==> src/rtl/horner_poly_eval_if.sv <==
// Bus bundle for horner_poly_eval: coefficient programming port plus the
// valid/ready sample input and result output handshakes.
interface horner_poly_eval_if #(
  parameter int DATA_WIDTH = 16,
  parameter int DEGREE     = 2,
  parameter int ADDR_WIDTH = $clog2(DEGREE + 1)
);
  logic                  coef_we;
  logic [ADDR_WIDTH-1:0] coef_addr;
  logic [DATA_WIDTH-1:0] coef_data;
  logic                  in_valid;
  logic                  in_ready;
  logic [DATA_WIDTH-1:0] x;
  logic                  out_valid;
  logic                  out_ready;
  logic [DATA_WIDTH-1:0] y;
  logic                  ovf;

  modport master (
    output coef_we, coef_addr, coef_data, in_valid, x, out_ready,
    input  in_ready, out_valid, y, ovf
  );

  modport slave (
    input  coef_we, coef_addr, coef_data, in_valid, x, out_ready,
    output in_ready, out_valid, y, ovf
  );
endinterface

==> src/rtl/horner_poly_eval.sv <==
// Iterative Horner-rule polynomial evaluator with a programmable coefficient
// bank and a single shared multiply-add; result is modulo 2^DATA_WIDTH.
module horner_poly_eval #(
  parameter int DATA_WIDTH = 16,
  parameter int DEGREE     = 2,
  parameter int ADDR_WIDTH = $clog2(DEGREE + 1)
) (
  input logic               clk,
  input logic               rst,
  horner_poly_eval_if.slave bus
);

  typedef enum logic [1:0] {IDLE, CALC, DONE} state_t;

  state_t                state;
  state_t                state_nxt;
  logic                  in_ready_c;
  logic                  out_valid_c;
  logic                  accept;
  logic                  coef_wr_ok;
  logic                  last_step;

  logic [DATA_WIDTH-1:0] coef [0:DEGREE];
  logic [DATA_WIDTH-1:0] x_reg;
  logic [DATA_WIDTH-1:0] acc;
  logic [ADDR_WIDTH-1:0] step;
  logic                  ovf_int;
  logic [DATA_WIDTH-1:0] y_reg;
  logic                  ovf_reg;

  logic [DATA_WIDTH:0]   mac_res;
  logic [DATA_WIDTH-1:0] mac_sum;
  logic                  mac_ovf;

  // One Horner step: {overflow, (a*xv + c) mod 2^DATA_WIDTH}. Overflow flags a
  // product that does not fit DATA_WIDTH bits or a carry out of the addition.
  function automatic logic [DATA_WIDTH:0] mac_step(
    input logic [DATA_WIDTH-1:0] a,
    input logic [DATA_WIDTH-1:0] xv,
    input logic [DATA_WIDTH-1:0] c
  );
    logic [2*DATA_WIDTH-1:0] prod;
    logic [DATA_WIDTH:0]     sum;
    prod = {{DATA_WIDTH{1'b0}}, a} * {{DATA_WIDTH{1'b0}}, xv};
    sum  = {1'b0, prod[DATA_WIDTH-1:0]} + {1'b0, c};
    return {(|prod[2*DATA_WIDTH-1:DATA_WIDTH]) | sum[DATA_WIDTH],
            sum[DATA_WIDTH-1:0]};
  endfunction

  assign mac_res    = mac_step(acc, x_reg, coef[step]);
  assign mac_sum    = mac_res[DATA_WIDTH-1:0];
  assign mac_ovf    = mac_res[DATA_WIDTH];
  assign last_step  = (step == '0);
  assign accept     = bus.in_valid && in_ready_c;
  assign coef_wr_ok = bus.coef_we && (state == IDLE) &&
                      (bus.coef_addr <= ADDR_WIDTH'(DEGREE));

  always_ff @(posedge clk or negedge rst) begin
    if (!rst) begin
      state <= IDLE;
    end else begin
      state <= state_nxt;
    end
  end

  always_comb begin
    state_nxt = state;
    case (state)
      IDLE:    if (accept)        state_nxt = CALC;
      CALC:    if (last_step)     state_nxt = DONE;
      DONE:    if (bus.out_ready) state_nxt = IDLE;
      default:                    state_nxt = IDLE;
    endcase
  end

  // A coefficient write in the same cycle blocks acceptance so a sample never
  // sees a half-updated bank.
  always_comb begin
    in_ready_c  = 1'b0;
    out_valid_c = 1'b0;
    case (state)
      IDLE:    in_ready_c  = !bus.coef_we;
      DONE:    out_valid_c = 1'b1;
      default: ;
    endcase
  end

  assign bus.in_ready  = in_ready_c;
  assign bus.out_valid = out_valid_c;
  assign bus.y         = y_reg;
  assign bus.ovf       = ovf_reg;

  always_ff @(posedge clk or negedge rst) begin
    if (!rst) begin
      for (int k = 0; k <= DEGREE; k++) coef[k] <= '0;
    end else if (coef_wr_ok) begin
      coef[bus.coef_addr] <= bus.coef_data;
    end
  end

  // Accept loads the leading coefficient; each CALC cycle folds in the next
  // lower one until step 0 publishes the result.
  always_ff @(posedge clk or negedge rst) begin
    if (!rst) begin
      x_reg   <= '0;
      acc     <= '0;
      step    <= '0;
      ovf_int <= 1'b0;
      y_reg   <= '0;
      ovf_reg <= 1'b0;
    end else begin
      case (state)
        IDLE: begin
          if (accept) begin
            x_reg   <= bus.x;
            acc     <= coef[DEGREE];
            step    <= ADDR_WIDTH'(DEGREE - 1);
            ovf_int <= 1'b0;
          end
        end
        CALC: begin
          acc     <= mac_sum;
          ovf_int <= ovf_int | mac_ovf;
          if (last_step) begin
            y_reg   <= mac_sum;
            ovf_reg <= ovf_int | mac_ovf;
          end else begin
            step <= step - 1'b1;
          end
        end
        default: ;
      endcase
    end
  end

endmodule

==> src/flat_wrapper.sv <==
// flat-port wrapper written by rule: the top's interface ports become plain ports
module horner_poly_eval_flat 
#(
  parameter int DATA_WIDTH = 16,
  parameter int DEGREE     = 2,
  parameter int ADDR_WIDTH = $clog2(DEGREE + 1)
)
  (clk, rst, bus_coef_we, bus_coef_addr, bus_coef_data, bus_in_valid, bus_x, bus_out_ready, bus_in_ready, bus_out_valid, bus_y, bus_ovf);
  horner_poly_eval_if #(.DATA_WIDTH(DATA_WIDTH), .DEGREE(DEGREE), .ADDR_WIDTH(ADDR_WIDTH)) bus_i ();
  input logic clk;
  input logic rst;
  input wire logic [$bits(bus_i.coef_we)-1:0] bus_coef_we;
  input wire logic [$bits(bus_i.coef_addr)-1:0] bus_coef_addr;
  input wire logic [$bits(bus_i.coef_data)-1:0] bus_coef_data;
  input wire logic [$bits(bus_i.in_valid)-1:0] bus_in_valid;
  input wire logic [$bits(bus_i.x)-1:0] bus_x;
  input wire logic [$bits(bus_i.out_ready)-1:0] bus_out_ready;
  output wire logic [$bits(bus_i.in_ready)-1:0] bus_in_ready;
  output wire logic [$bits(bus_i.out_valid)-1:0] bus_out_valid;
  output wire logic [$bits(bus_i.y)-1:0] bus_y;
  output wire logic [$bits(bus_i.ovf)-1:0] bus_ovf;
  assign bus_i.coef_we = bus_coef_we;
  assign bus_i.coef_addr = bus_coef_addr;
  assign bus_i.coef_data = bus_coef_data;
  assign bus_i.in_valid = bus_in_valid;
  assign bus_i.x = bus_x;
  assign bus_i.out_ready = bus_out_ready;
  assign bus_in_ready = bus_i.in_ready;
  assign bus_out_valid = bus_i.out_valid;
  assign bus_y = bus_i.y;
  assign bus_ovf = bus_i.ovf;
  horner_poly_eval #(.DATA_WIDTH(DATA_WIDTH), .DEGREE(DEGREE), .ADDR_WIDTH(ADDR_WIDTH)) u_core (.clk(clk), .rst(rst), .bus(bus_i));
endmodule
==> config.mk <==
export PLATFORM = sky130hd
export DESIGN_NAME = horner_poly_eval_flat
export DESIGN_NICKNAME = d
export VERILOG_FILES = /design/src/rtl/horner_poly_eval_if.sv /design/src/rtl/horner_poly_eval.sv /design/src/flat_wrapper.sv
export SDC_FILE = /design/constraint.sdc
export NUM_CORES = 1
export LEC_CHECK = 0
export BUFFER_PORTS_ARGS = -buffer_cell sky130_fd_sc_hd__buf_2
export CAP_MARGIN = 15
export CORE_MARGIN = 1
export CORE_UTILIZATION = 30
export CTS_CLUSTER_SIZE = 40
export DETAILED_ROUTE_END_ITERATION = 6
export GPL_TIMING_DRIVEN = 0
export PLACE_DENSITY = 0.45
export SLEW_MARGIN = 20
export SYNTH_ARGS = -nofsm -noshare
export SYNTH_HDL_FRONTEND = slang
export SYNTH_SLANG_ARGS = --single-unit
==> constraint.sdc <==
create_clock -name clk -period 9.52 [get_ports clk]
set_input_delay 0.952 -clock clk [delete_from_list [all_inputs] [get_ports clk]]
set_output_delay 0.952 -clock clk [all_outputs]
set_load 0.005 [all_outputs]
# After elaboration in Yosys (flattened, before gate mapping)
# Cells that the tools add are included.
# W data, S select, Z words.
# totals
register_bits	102
latchBits	0
ramBits	0
romBits	0
inputBits	39
output_inout_bits	19
elab_cells	59
n_memories	0
# op_classes
add_sub_neg	2
multipliers	1
div	0
magnitude_cmp	4
eq_ne	6
n_shift	0
n_mux	18
n_bitwise	4
reduce_logical	14
# ops
op	n
$mux W16	4
$bwmux W48	1
$bmux W16 S2	1
$demux W16 S2	1
$mul A16 B16 Y32	1
$pmux W16 S2	1
$add A16 B16 Y17	1
$reduce_or A16 Y1	1
$mux W2	4
$ge A3 B3 Y1 const B	2
$not A2 Y3	2
$pmux W2 S3	1
$reduce_and A2 Y1	3
$reduce_and A3 Y1	2
$logic_and A1 B1 Y1	4
$logic_not A2 Y1	2
$ne A2 B1 Y1 const B	2
$ne A2 B2 Y1 const B	2
$pmux W2 S2	1
$lt A3 B1 Y1 const B	1
$mux W1	3
$eq A2 B1 Y1 const B	1
$eq A2 B2 Y1 const B	1
$le A2 B2 Y1 const B	1
5 further kinds	6

# Longest topological paths before layout
# Gate-level depths: netlist of run 1.
# depth
ltp_word	8
ltp_mapped	31

# Least setup slack after synthesis of run 1
# OpenSTA, ideal clock, no wires.
# synth_path
path_type	register -> register
start	register u_core.x_reg[1]
end	register u_core.ovf_int
setup_time_ns	0.130
arrival_time_ns	6.983
t_required_ns	9.390
slack_ns	2.407
stages_incl_launch_ff	27
path_buffers	1
cell_sequence	dfrtp_1 -> clkbuf_1 -> nand2_1 -> fa_1 -> fa_1 -> inv_1 -> fa_1 -> fa_1 -> fa_1 -> inv_1 -> fa_1 -> inv_1 -> ha_1 -> and2_1 -> a221o_1 -> a21o_1 -> nor2_2 -> xnor2_1 -> ha_1 -> a222oi_1 -> nand4_1 -> nor3_1 -> o2111a_1 -> o2111ai_1 -> a211o_4 -> nor4_2 -> o21ai_1
# synth_between
elab_chain_len	5
elab_cells_between_ends	6
# synth_rtl
element	line	text
from (decl)	horner_poly_eval.sv:24	logic [DATA_WIDTH-1:0] x_reg;
from (signal assigned)	horner_poly_eval.sv:115	x_reg <= bus.x;
$mul A16 B16 Y32 (*)	horner_poly_eval.sv:44	prod = {{DATA_WIDTH{1'b0}}, a} * {{DATA_WIDTH{1'b0}}, xv};
$add A16 B16 Y17 / $reduce_or A16 Y1 (equally long branches)	horner_poly_eval.sv:45, horner_poly_eval.sv:46	
$or A1 B1 Y1 (*)	horner_poly_eval.sv:46	return {(|prod[2*DATA_WIDTH-1:DATA_WIDTH]) | sum[DATA_WIDTH],
$or A1 B1 Y1 (*)	horner_poly_eval.sv:123	ovf_int <= ovf_int | mac_ovf;
$pmux W1 S2 (*)	horner_poly_eval.sv:112	case (state)
to (signal assigned)	horner_poly_eval.sv:123	
to (decl)	horner_poly_eval.sv:27	logic ovf_int;
# Every way passes the cells marked *; elsewhere a longest branch is shown, timed or not.
# A chain may end at the register's enable or synchronous reset.

# Final worst setup path of run 1
# layout_path
start	register u_core.acc[10]
end	register u_core.ovf_reg, in the netlist u_core.bus.ovf
# layout_between
elab_chain_len	4
elab_cells_between_ends	5
# layout_rtl
element	line	text
from (decl)	horner_poly_eval.sv:25	logic [DATA_WIDTH-1:0] acc;
from (signal assigned)	horner_poly_eval.sv:116	acc <= coef[DEGREE];
from (signal assigned)	horner_poly_eval.sv:122	acc <= mac_sum;
$mul A16 B16 Y32 (*)	horner_poly_eval.sv:44	
$add A16 B16 Y17 / $reduce_or A16 Y1 (equally long branches)	horner_poly_eval.sv:45, horner_poly_eval.sv:46	
$or A1 B1 Y1 (*)	horner_poly_eval.sv:46	
$or A1 B1 Y1 (*)	horner_poly_eval.sv:126	ovf_reg <= ovf_int | mac_ovf;
to (signal assigned)	horner_poly_eval.sv:126	
to (decl)	horner_poly_eval.sv:29	logic ovf_reg;
# Marked as above.

==> results.md, run 1 <==
- Status: finished, final reports clean
- Worst Setup End Kind: register
- Worst-path fanout max: 10
- CTS tree: yes
- Slew headroom: 0.446
- Tmin final: 8.97 ns
- Crit share post-route: 0.942
- Width of the die: 215 um
- Worst reg2reg path endpoint: u_core.bus.ovf
- Port bufs: 57
- CP arrival: around 9.2 ns
- Die Height: between 200 and 250 um
- Setup crit start kind: register
- Unrepaired setup endpoints after global routing: no
- Dominant cell type by area after synthesis: fa_1
- Min-Delay Path Class: reg2reg
- Reg2Reg Depth: 26
- Most flops, register: u_core.coef
- Worst clock skew: approximately 0.013 ns
- First-pass GRT wire length: between 60000 and 70000 um
- Synth top area share: 0.288
- EDFF count, synth: 0
- Crit Path Class: reg2reg
- Asr flop ratio synth: 1.00
- Buffers inserted by post-CTS timing repair: 0
- Initial Util: 0.305
- Mapped Cells: between 1000 and 1500
- TritonCTS buffer count: 9
- Htree depth: 3
- ANT nets after route: 0
- Reg-to-Reg Start: u_core.acc[10]
- Fmax: 0.111 GHz
- TNS Setup: 0 ns
- Clock Tree Root: clkbuf_16
- Yosys reg bits: approximately 100
- Via count: 10300
- WL final: roughly 40000 um
- Sequential area share after synthesis: 0.188
- Synth unique cells: 65
- Register-to-register setup slack: ~0.55 ns
- DRC: 0
- GRT Total Usage: 0.176
- # nets final: about 1900
- Largest net degree at the start of global routing: between 60 and 70
- Setup violators final: 0
- Wire per inst: around 19 um
- Register clock-pin slew on the reported worst setup and hold paths: 0.08 ns
- Worst hold start: u_core.bus.y[6]
- Vias in the first global route: about 11000
- Worst-case clock buffer depth: 2
- Fraction of layout cells with a size suffix above 1: 0.0933
- Yosys warnings: 0
- First-pass DRT Iterations: 5
- Initial antenna violation count: 1
- Worst EP required: just under 10 ns
- Max reg flops: 48
- WHS Path Cells: 2
- Clock latency on the worst-skew pair: 0.36 ns
- First-iteration detailed-routing DRC count: ~570
- Die area: between 0.04 and 0.05 mm2
- Top Ports: slightly below 60
- Crit. Startpoint: u_core.acc[10]
- Synth-to-layout area growth: 10.3%
- Syn avg cell area: between 9 and 10 um2
- Final GP Congestion: slightly below 0.9
- Remaining global-route overflow: 0
- Synth area leaders: fa_1, dfrtp_1, ha_1, nand2_1, inv_1
- Via-to-Cell Ratio: 4.83
- Final Max Slew Viols: 0
- Hold EP: u_core.bus.y[6]
- Netlist area before placement: 0.0136 mm2
- CORE AREA: roughly 0.044 mm2
- Max Cap Violations: 0
- Syn Nets: 1813
- Detailed placement HPWL: approximately 32000 um
- Worst slew pin tran: 0.831 ns
- Hold Vio Cnt, Final: 0
- Row count: between 70 and 80
- Most used flip-flop cell after synthesis: dfrtp_1
- Clk sinks: just over 100
==> through the flow <==
stage	hold slack (ns)	instances	instance area (um2)	worst slack (ns)	utilization
floorplan	0.472	1458	13600	2.41	-
global placement	0.467	2107	14600	0.368	0.328
detailed placement	0.470	2108	14600	0.414	0.329
CTS	0.488	2124	14900	0.355	0.337
global route	0.507	2125	15000	0.0587	0.337
finish	0.483	2125	15000	0.547	0.337
==> how the worst max path moves through the flow <==
| stage | end | slack, ns | depth (start not counted) |
|---|---|---|---|
| after floorplan | u_core.ovf_int | 2.41 | 26 |
| after global placement | u_core.bus.ovf | 0.37 | 28 |
| after detailed placement | u_core.bus.ovf | 0.41 | 28 |
| after CTS | u_core.bus.ovf | 0.35 | 28 |
| after global routing | u_core.bus.ovf | 0.06 | 26 |
| final | u_core.bus.ovf | 0.55 | 26 |
==> layout make-up <==
type | count | area [um2]
fill | 4611 | 29500
multi-input combinational | 1076 | 9950
sequential | 102 | 2550
clock buffer | 9 | 225
tap | 592 | 741
timing repair buffer | 58 | 319
clock inverter | 7 | 100
inverter | 218 | 818
antenna | 1 | 2.50
buffer | 62 | 249
==> repair_timing <==
| action | CTS | global route |
|---|---|---|
| gates resized for setup | 0 | 2 |
| setup endpoints to repair | 0 | 2 |
| hold buffers | 0 | 0 |
==> metal layers <==
layer | vias up | global-route usage | routed length (um)
met2 | 198 | 0.273 | 17800
met5 | - | 0 | 0
met3 | 35 | 0.0189 | 1300
met4 | 0 | 0.0421 | 786
met1 | 5226 | 0.261 | 19600
li1 | 4805 | - | -
==> Yosys cell counts, types with 2 or more instances <==
library cell,instances
o21ba_2,2
o21bai_1,2
o21a_1,5
o41ai_1,3
and2_1,129
a211oi_1,4
nor2b_1,6
buf_2,3
mux2_2,50
xor2_1,10
nand3_1,10
o211ai_1,6
nor2_1,35
ha_1,121
o21ai_0,60
and3_1,4
fa_1,195
a21oi_1,34
or3_1,4
a32oi_1,2
xnor2_1,20
nand4_1,7
a22oi_1,15
a2111oi_0,2
o2111ai_1,3
clkbuf_1,56
inv_1,217
nand2b_1,10
a221o_1,4
nand2_1,243
nand3b_1,3
mux2i_1,20
a31oi_1,6
a21o_1,10
dfrtp_1,102
nor3_1,11
nor3b_1,3
o31ai_1,3
o21ai_1,11
o2111a_1,2
==> cell families (layout without fill, tap and decap cells) <==
kind of cell,count (synthesis),in the layout,share of synthesized area
XOR/XNOR,30,30,0.0194
flip-flops,102,102,0.188
multiplexers,70,70,0.0563
AND/OR/NAND/NOR,471,471,0.166
buffers and inverters,280,354,0.0786
adder cells (fa/ha/maj),316,316,0.400
other,0,1,0
AO/OA/AOI/OAI,189,189,0.0919
==> placed cells by master (no fill, tap or decap), types with 11 or more instances in the layout <==
master    instances
ha_1            121
nand2_1         243
nor2_1           35
o21ai_0          60
mux2_2           50
buf_2            59
clkbuf_1         55
fa_1            195
a21oi_1          34
a22oi_1          15
inv_1           217
dfrtp_1         102
and2_1          129
mux2i_1          20
xnor2_1          20
o21ai_1          11
==> critical path, cell delays in order (launching register included) <==
cell and delay (ns):
dfrtp_1 0.68, clkbuf_1 0.63, nand2_1 0.17, fa_1 0.49
fa_1 0.55, inv_1 0.05, fa_1 0.47, fa_1 0.54
fa_1 0.53, inv_1 0.06, fa_1 0.52, inv_1 0.06
ha_1 0.33, and2_1 0.23, o2111ai_1 0.13, a21oi_1 0.57
nor2_2 0.21, xnor2_1 0.30, ha_1 0.37, a222oi_1 0.32
nand4_1 0.12, nor3_1 0.16, o2111a_1 0.20, o2111ai_1 0.18
a211o_4 0.35, nor4_2 0.47, o21ai_1 0.12
Power of run 1 is left out: the tool's default activity adds up to more than one toggle a clock period on the data nets, which glitch-free logic cannot reach.
==> run 2, diff against run 1 <==
--- a/config.mk
+++ b/config.mk
@@ -13,6 +13,7 @@
 export DETAILED_ROUTE_END_ITERATION = 6
 export GPL_TIMING_DRIVEN = 0
 export PLACE_DENSITY = 0.45
+export RECOVER_POWER = 100
 export SLEW_MARGIN = 20
 export SYNTH_ARGS = -nofsm -noshare
 export SYNTH_HDL_FRONTEND = slang
==> run 2 against run 1 <==
Effect of this change:
- the run now ends with max-capacitance violations, max-slew violations left
- maximum frequency is 0.28% higher
- flip-flop and latch count did not move
- hold slack worse by 0.0019 ns
- routed wire length shrank 0.15%
- cell area decreased by 0.33%
- critical path depth unchanged
- global-route usage unchanged
- via count up 0.17%
- die area did not move
- register-to-register slack better by 0.02 ns
- sequential share of layout area up 0.056 points
- critical path type unchanged
==> results.md, run 2 (same netlist as run 1, synthesis figures left out) <==
- Worst-case clock buffer depth: 2 (unchanged)
- Failing checks: max-capacitance violations, max-slew violations
- Htree depth: 3 (unchanged)
- CORE AREA: 0.0444 mm2 (unchanged)
- Most flops, register: u_core.coef (unchanged)
- Crit Path Class: reg2reg (unchanged)
- First-iteration detailed-routing DRC count: 631 (was 565)
- Final GP Congestion: 0.870 (unchanged)
- Min-Delay Path Class: reg2reg (unchanged)
- Status: finished with violations (was finished, final reports clean)
- Register clock-pin slew on the reported worst setup and hold paths: 0.08 ns (about the same)
- Delay-heaviest family, CP: adder cells (unchanged)
- Worst clock skew: 0.0123 ns (was 0.0129 ns)
- Worst Setup End Kind: register (unchanged)
- Vias in the first global route: 10500 (unchanged)
- Detailed placement HPWL: 32200 um (unchanged)
- Most frequent cells in the layout: nand2_1, inv_1, fa_1 (unchanged)
- Port bufs: 57 (unchanged)
- TNS Setup: 0 ns (unchanged)
- Setup crit start kind: register (unchanged)
- Clock latency on the worst-skew pair: 0.36 ns (about the same)
- TritonCTS buffer count: 9 (unchanged)
- WL final: 39500 um (about the same)
- Via count: 10300 (about the same)
- Commonest non-fill, non-tap cell in the layout: nand2_1 (unchanged)
- Remaining global-route overflow: 0 (unchanged)
- CTS tree: yes (unchanged)
- Hold WS: 0.481 ns (was 0.483 ns)
- Worst EP required: 9.74 ns (about the same)
- Slowest cell on the critical path: dfrtp_1 (unchanged)
- Fraction of layout cells with a size suffix above 1: 0.0849 (was 0.0933)
- Top Ports: 58 (unchanged)
- Synth-to-layout area growth: 9.92% (was 10.3%)
- Crit share post-route: 0.940 (was 0.942)
- DRC: 0 (unchanged)
- ANT nets after route: 0 (unchanged)
- First-pass DRT Iterations: 5 (unchanged)
- Largest net degree at the start of global routing: 67 (unchanged)
- Slew headroom: -1.35 (was 0.446)
- Max Cap Violations: 2 (was 0)
- Crit-path most repeated cell: fa_1 (unchanged)
- Worst-path fanout max: 10 (unchanged)
- Tmin final: 8.95 ns (was 8.97 ns)
- Crit path buffers/inverters: 4 (unchanged)
- Final Max Slew Viols: 105 (was 0)
- Clock Tree Root: clkbuf_16 (unchanged)
- Final core utilization: 0.336 (was 0.337)
- Initial antenna violation count: 1 (unchanged)
- GRT Total Usage: 0.176 (unchanged)
- Hold Vio Cnt, Final: 0 (unchanged)
- Wire per inst: 18.6 um (about the same)
- Initial Util: 0.305 (unchanged)
- Setup violators final: 0 (unchanged)
- First-pass GRT wire length: 62200 um (unchanged)
- Fmax: 0.112 GHz (was 0.111 GHz)
- Critical path's largest stage delay: 0.69 ns (was 0.68 ns)
- Unrepaired setup endpoints after global routing: no (unchanged)
- Width of the die: 215 um (unchanged)
- Max reg flops: 48 (unchanged)
- # nets final: 1882 (unchanged)
- Via-to-Cell Ratio: 4.84 (was 4.83)
- CP arrival: 9.17 ns (was 9.19 ns)
- Worst slew pin tran: 3.53 ns (was 0.831 ns)
- Die Height: 215 um (unchanged)
- Row count: 77 (unchanged)
- Clk sinks: 102 (unchanged)
- Die area: 0.0461 mm2 (unchanged)
run 2: cell count changes in the layout (fill, tap and decap cells not counted), moves of 3 or more:
| cell | delta |
|---|---|
| clkbuf_1 | +12 |
| buf_2 | -10 |
| and2_0 | +6 |
| and2_1 | -6 |
| o21ai_0 | +3 |
| o21ai_1 | -3 |
run 2: metal layers:
metal	global-route usage	share of wire	up-vias
li1	-	-	4799
met1	0.261	0.50	5226
met2	0.273	0.45	215
met3	0.0189	0.034	41
met4	0.0421	0.021	0
met5	0	0	-
run 2: layout make-up:
| type | instances | area [um2] |
|---|---|---|
| diodes | 1 | 2.50 |
| fillers | 4620 | 29500 |
| clock inverters | 7 | 100 |
| flip-flops and latches | 102 | 2550 |
| inverters | 218 | 818 |
| multi-input cells | 1076 | 9940 |
| plain buffers | 62 | 249 |
| repair buffers | 58 | 275 |
| well taps | 592 | 741 |
| clock buffers | 9 | 225 |
run 2: final timing paths:
| path | start | to | slack [ns] | cells after the start |
|---|---|---|---|---|
| worst min register to register | u_core.bus.y[6] | u_core.bus.y[6] | 0.48 | 2 |
| worst min-delay path | u_core.bus.y[6] | u_core.bus.y[6] | 0.48 | 2 |
| min in group asynchronous | rst | u_core.x_reg[4] | 1.20 | 1 |
| worst max-delay path | u_core.acc[10] | u_core.bus.ovf | 0.57 | 26 |
| max in group asynchronous | rst | u_core.coef[8] | 4.11 | 2 |
| worst max register to register | u_core.acc[10] | u_core.bus.ovf | 0.57 | 26 |
run 2: repair_timing:
| action | 4_1_cts | 5_1_grt |
|---|---|---|
| resized for setup | 0 | 2 |
| setup endpoints to repair | 0 | 2 |
| buffers inserted | 0 | 0 |
| hold buffers | 0 | 0 |
run 2: tightest hold or removal path: cells and delay by family, from the launching register on:
| kind | cells | cell delay [ns] |
|---|---|---|
| AOI/OAI and AO/OA | 1 | 0.06 |
| and+or+nand+nor | 1 | 0.04 |
| DFF | 1 | 0.35 |
run 2: metrics by stage:
step | instances | area [um2] | worst slack, ns
6_report | 2125 | 14900 | 0.572
5_1_grt | 2125 | 14900 | 0.0587
4_1_cts | 2124 | 14900 | 0.355
3_5_place_dp | 2108 | 14600 | 0.414
3_3_place_gp | 2107 | 14600 | 0.368
2_1_floorplan | 1458 | 13600 | 2.41
Power of run 2 is left out for the same reason.
==> run 3, diff against run 2 <==
--- a/config.mk
+++ b/config.mk
@@ -12,7 +12,7 @@
 export CTS_CLUSTER_SIZE = 40
 export DETAILED_ROUTE_END_ITERATION = 6
 export GPL_TIMING_DRIVEN = 0
-export PLACE_DENSITY = 0.45
+export PLACE_DENSITY = 0.46
 export RECOVER_POWER = 100
 export SLEW_MARGIN = 20
 export SYNTH_ARGS = -nofsm -noshare
==> constraint.sdc (replaced) <==
create_clock -name clk -period 7.5 [get_ports clk]
set_input_delay 0.75 -clock clk [delete_from_list [all_inputs] [get_ports clk]]
set_output_delay 0.75 -clock clk [all_outputs]
set_load 0.005 [all_outputs]
==> run 3 against run 2 <==
Effect of this change:
- flip-flop and latch count did not move
- routed wire length rose by 2.7%
- cell area rose by 3.6%
- count of clock-buffer cells in the layout rose by 1
- die area did not move
- final cell count rose by 1.5%
- global-route usage rose by 0.72 points
- the run still ends with max-capacitance violations, max-slew violations left
- critical path depth rose by 1
- maximum frequency rose by 20%
- highest routed layer unchanged
- hold slack got worse by 0.0046 ns
==> results.md, run 3 (same netlist as run 1, synthesis figures left out) <==
- Status: finished with violations (unchanged)
- Failing checks: max-capacitance violations, max-slew violations (unchanged)
- Row count: 77 (unchanged)
- First-iteration detailed-routing DRC count: 585 (was 631)
- Worst EP required: 7.73 ns (was 9.74 ns)
- Most flops, register: u_core.coef (unchanged)
- Crit share post-route: 0.994 (was 0.940)
- Wire per inst: 18.8 um (was 18.6 um)
- Final Max Slew Viols: 105 (unchanged)
- Detailed placement HPWL: 32400 um (was 32200 um)
- ANT nets after route: 0 (unchanged)
- Die Height: 215 um (unchanged)
- Worst slew pin tran: 3.83 ns (was 3.53 ns)
- Filler cells: 4620 (unchanged)
- WL final: 40500 um (was 39500 um)
- Remaining global-route overflow: 0 (unchanged)
- Worst Setup End Kind: register (unchanged)
- First-pass DRT Iterations: 7 (was 5)
- Most frequent cells in the layout: nand2_1, inv_1, fa_1 (unchanged)
- Commonest non-fill, non-tap cell in the layout: nand2_1 (unchanged)
- Worst clock skew: 0.0141 ns (was 0.0123 ns)
- Largest net degree at the start of global routing: 71 (was 67)
- Crit Path Class: reg2reg (unchanged)
- Initial Util: 0.305 (unchanged)
- Clock Tree Root: clkbuf_16 (unchanged)
- Unrepaired setup endpoints after global routing: yes (was no)
- Hold WS: 0.477 ns (was 0.481 ns)
- Final GP Congestion: 0.859 (was 0.870)
- Vias in the first global route: 10700 (was 10500)
- Via-to-Cell Ratio: 4.80 (was 4.84)
- Port bufs: 57 (unchanged)
- Slew headroom: -1.55 (was -1.35)
- Number of antenna cells inserted: 0 (was 1)
- Synth-to-layout area growth: 13.9% (was 9.92%)
- Register-to-register setup slack: 0.05 ns (was 0.57 ns)
- Clk sinks: 102 (unchanged)
- Clock latency on the worst-skew pair: 0.36 ns (about the same)
- TritonCTS buffer count: 9 (unchanged)
- Initial antenna violation count: 0 (was 1)
- Worst-path fanout max: 10 (unchanged)
- Min-Delay Path Class: reg2reg (unchanged)
- Hold Vio Cnt, Final: 0 (unchanged)
- Die area: 0.0461 mm2 (unchanged)
- Fraction of layout cells with a size suffix above 1: 0.149 (was 0.0849)
- Setup crit start kind: register (unchanged)
- Width of the die: 215 um (unchanged)
- CTS tree: yes (unchanged)
- Htree depth: 3 (unchanged)
- Tmin final: 7.45 ns (was 8.95 ns)
- Worst-case clock buffer depth: 2 (unchanged)
- Top Ports: 58 (unchanged)
- # nets final: 1915 (was 1882)
- Fmax: 0.134 GHz (was 0.112 GHz)
- First-pass GRT wire length: 64700 um (was 62200 um)
- Max Cap Violations: 2 (unchanged)
- CP arrival: 7.69 ns (was 9.17 ns)
- Max reg flops: 48 (unchanged)
- GRT Total Usage: 0.184 (was 0.176)
- Register clock-pin slew on the reported worst setup and hold paths: 0.07 ns (was 0.08 ns)
- DRC: 0 (unchanged)
- CORE AREA: 0.0444 mm2 (unchanged)
- Via count: 10400 (was 10300)
- Setup violators final: 0 (unchanged)
## run 3: worst paths after layout
kind	startpoint	to	depth (start not counted)
hold / removal	u_core.bus.y[6]	u_core.bus.y[6]	2
min in group asynchronous	rst	u_core.x_reg[5]	1
max in group asynchronous	rst	u_core.acc[13]	2
setup / recovery	u_core.x_reg[9]	u_core.ovf_int	27
hold reg to reg	u_core.bus.y[6]	u_core.bus.y[6]	2
setup reg to reg	u_core.x_reg[9]	u_core.ovf_int	27
## run 3: worst max-delay path, stage by stage, from the launching register on
cell and delay, ns:
dfrtp_2 0.49, buf_4 0.26, nand2_1 0.09, fa_1 0.49, inv_1 0.05, fa_1 0.43, fa_1 0.49, fa_1 0.52
fa_1 0.52, inv_1 0.05, fa_1 0.54, inv_2 0.06, ha_4 0.22, and2_4 0.14, a221o_1 0.39, a21o_1 0.25
nor2_4 0.14, xnor2_2 0.09, ha_1 0.32, a222oi_1 0.30, nand4_1 0.15, nor3_2 0.13, o2111a_1 0.22, o2111ai_2 0.15
a211o_4 0.35, nor4_4 0.28, buf_6 0.17, o21ai_2 0.05
## run 3: area by class of cell
| class | instances | area (um2) | share of cell area |
|---|---|---|---|
| inverters | 218 | 818 | 0.0530 |
| well taps | 592 | 741 | 0.0480 |
| multi-input cells | 1076 | 10000 | 0.651 |
| clock inverters | 6 | 62.6 | 0.00405 |
| plain buffers | 61 | 397 | 0.0257 |
| flip-flops and latches | 102 | 2580 | 0.167 |
| repair buffers | 92 | 557 | 0.0361 |
| clock buffers | 10 | 239 | 0.0155 |
## run 3: per-stage QoR
step / cells / worst slack, ns / setup TNS, ns / cell area, um2 / utilization
after detailed placement: 2108 / -1.77 / -3.69 / 14600 / 0.329
after CTS: 2153 / -0.00523 / -0.00523 / 15400 / 0.347
after floorplan: 1458 / 0.387 / 0 / 13600 / -
after global routing: 2157 / -0.222 / -0.436 / 15400 / 0.348
after global placement: 2107 / -1.82 / -3.98 / 14600 / 0.328
final: 2157 / 0.0460 / 0 / 15400 / 0.348
## run 3: layer usage
metal	wire length, um	global-route usage	up-vias
li1	-	-	4866
met1	19300	0.269	5249
met2	18900	0.291	214
met3	1830	0.0218	33
met4	518	0.0324	0
met5	0	0	-
## run 3: what timing repair did
action / 4_1_cts / 5_1_grt
setup endpoints to repair: 4 / 2
resized for setup: 94 / 16
hold endpoints to repair: 0 / 0
hold buffers: 0 / 0
setup buffers: 30 / 4
pin swaps: 8 / 10
Power of run 3 is left out for the same reason.
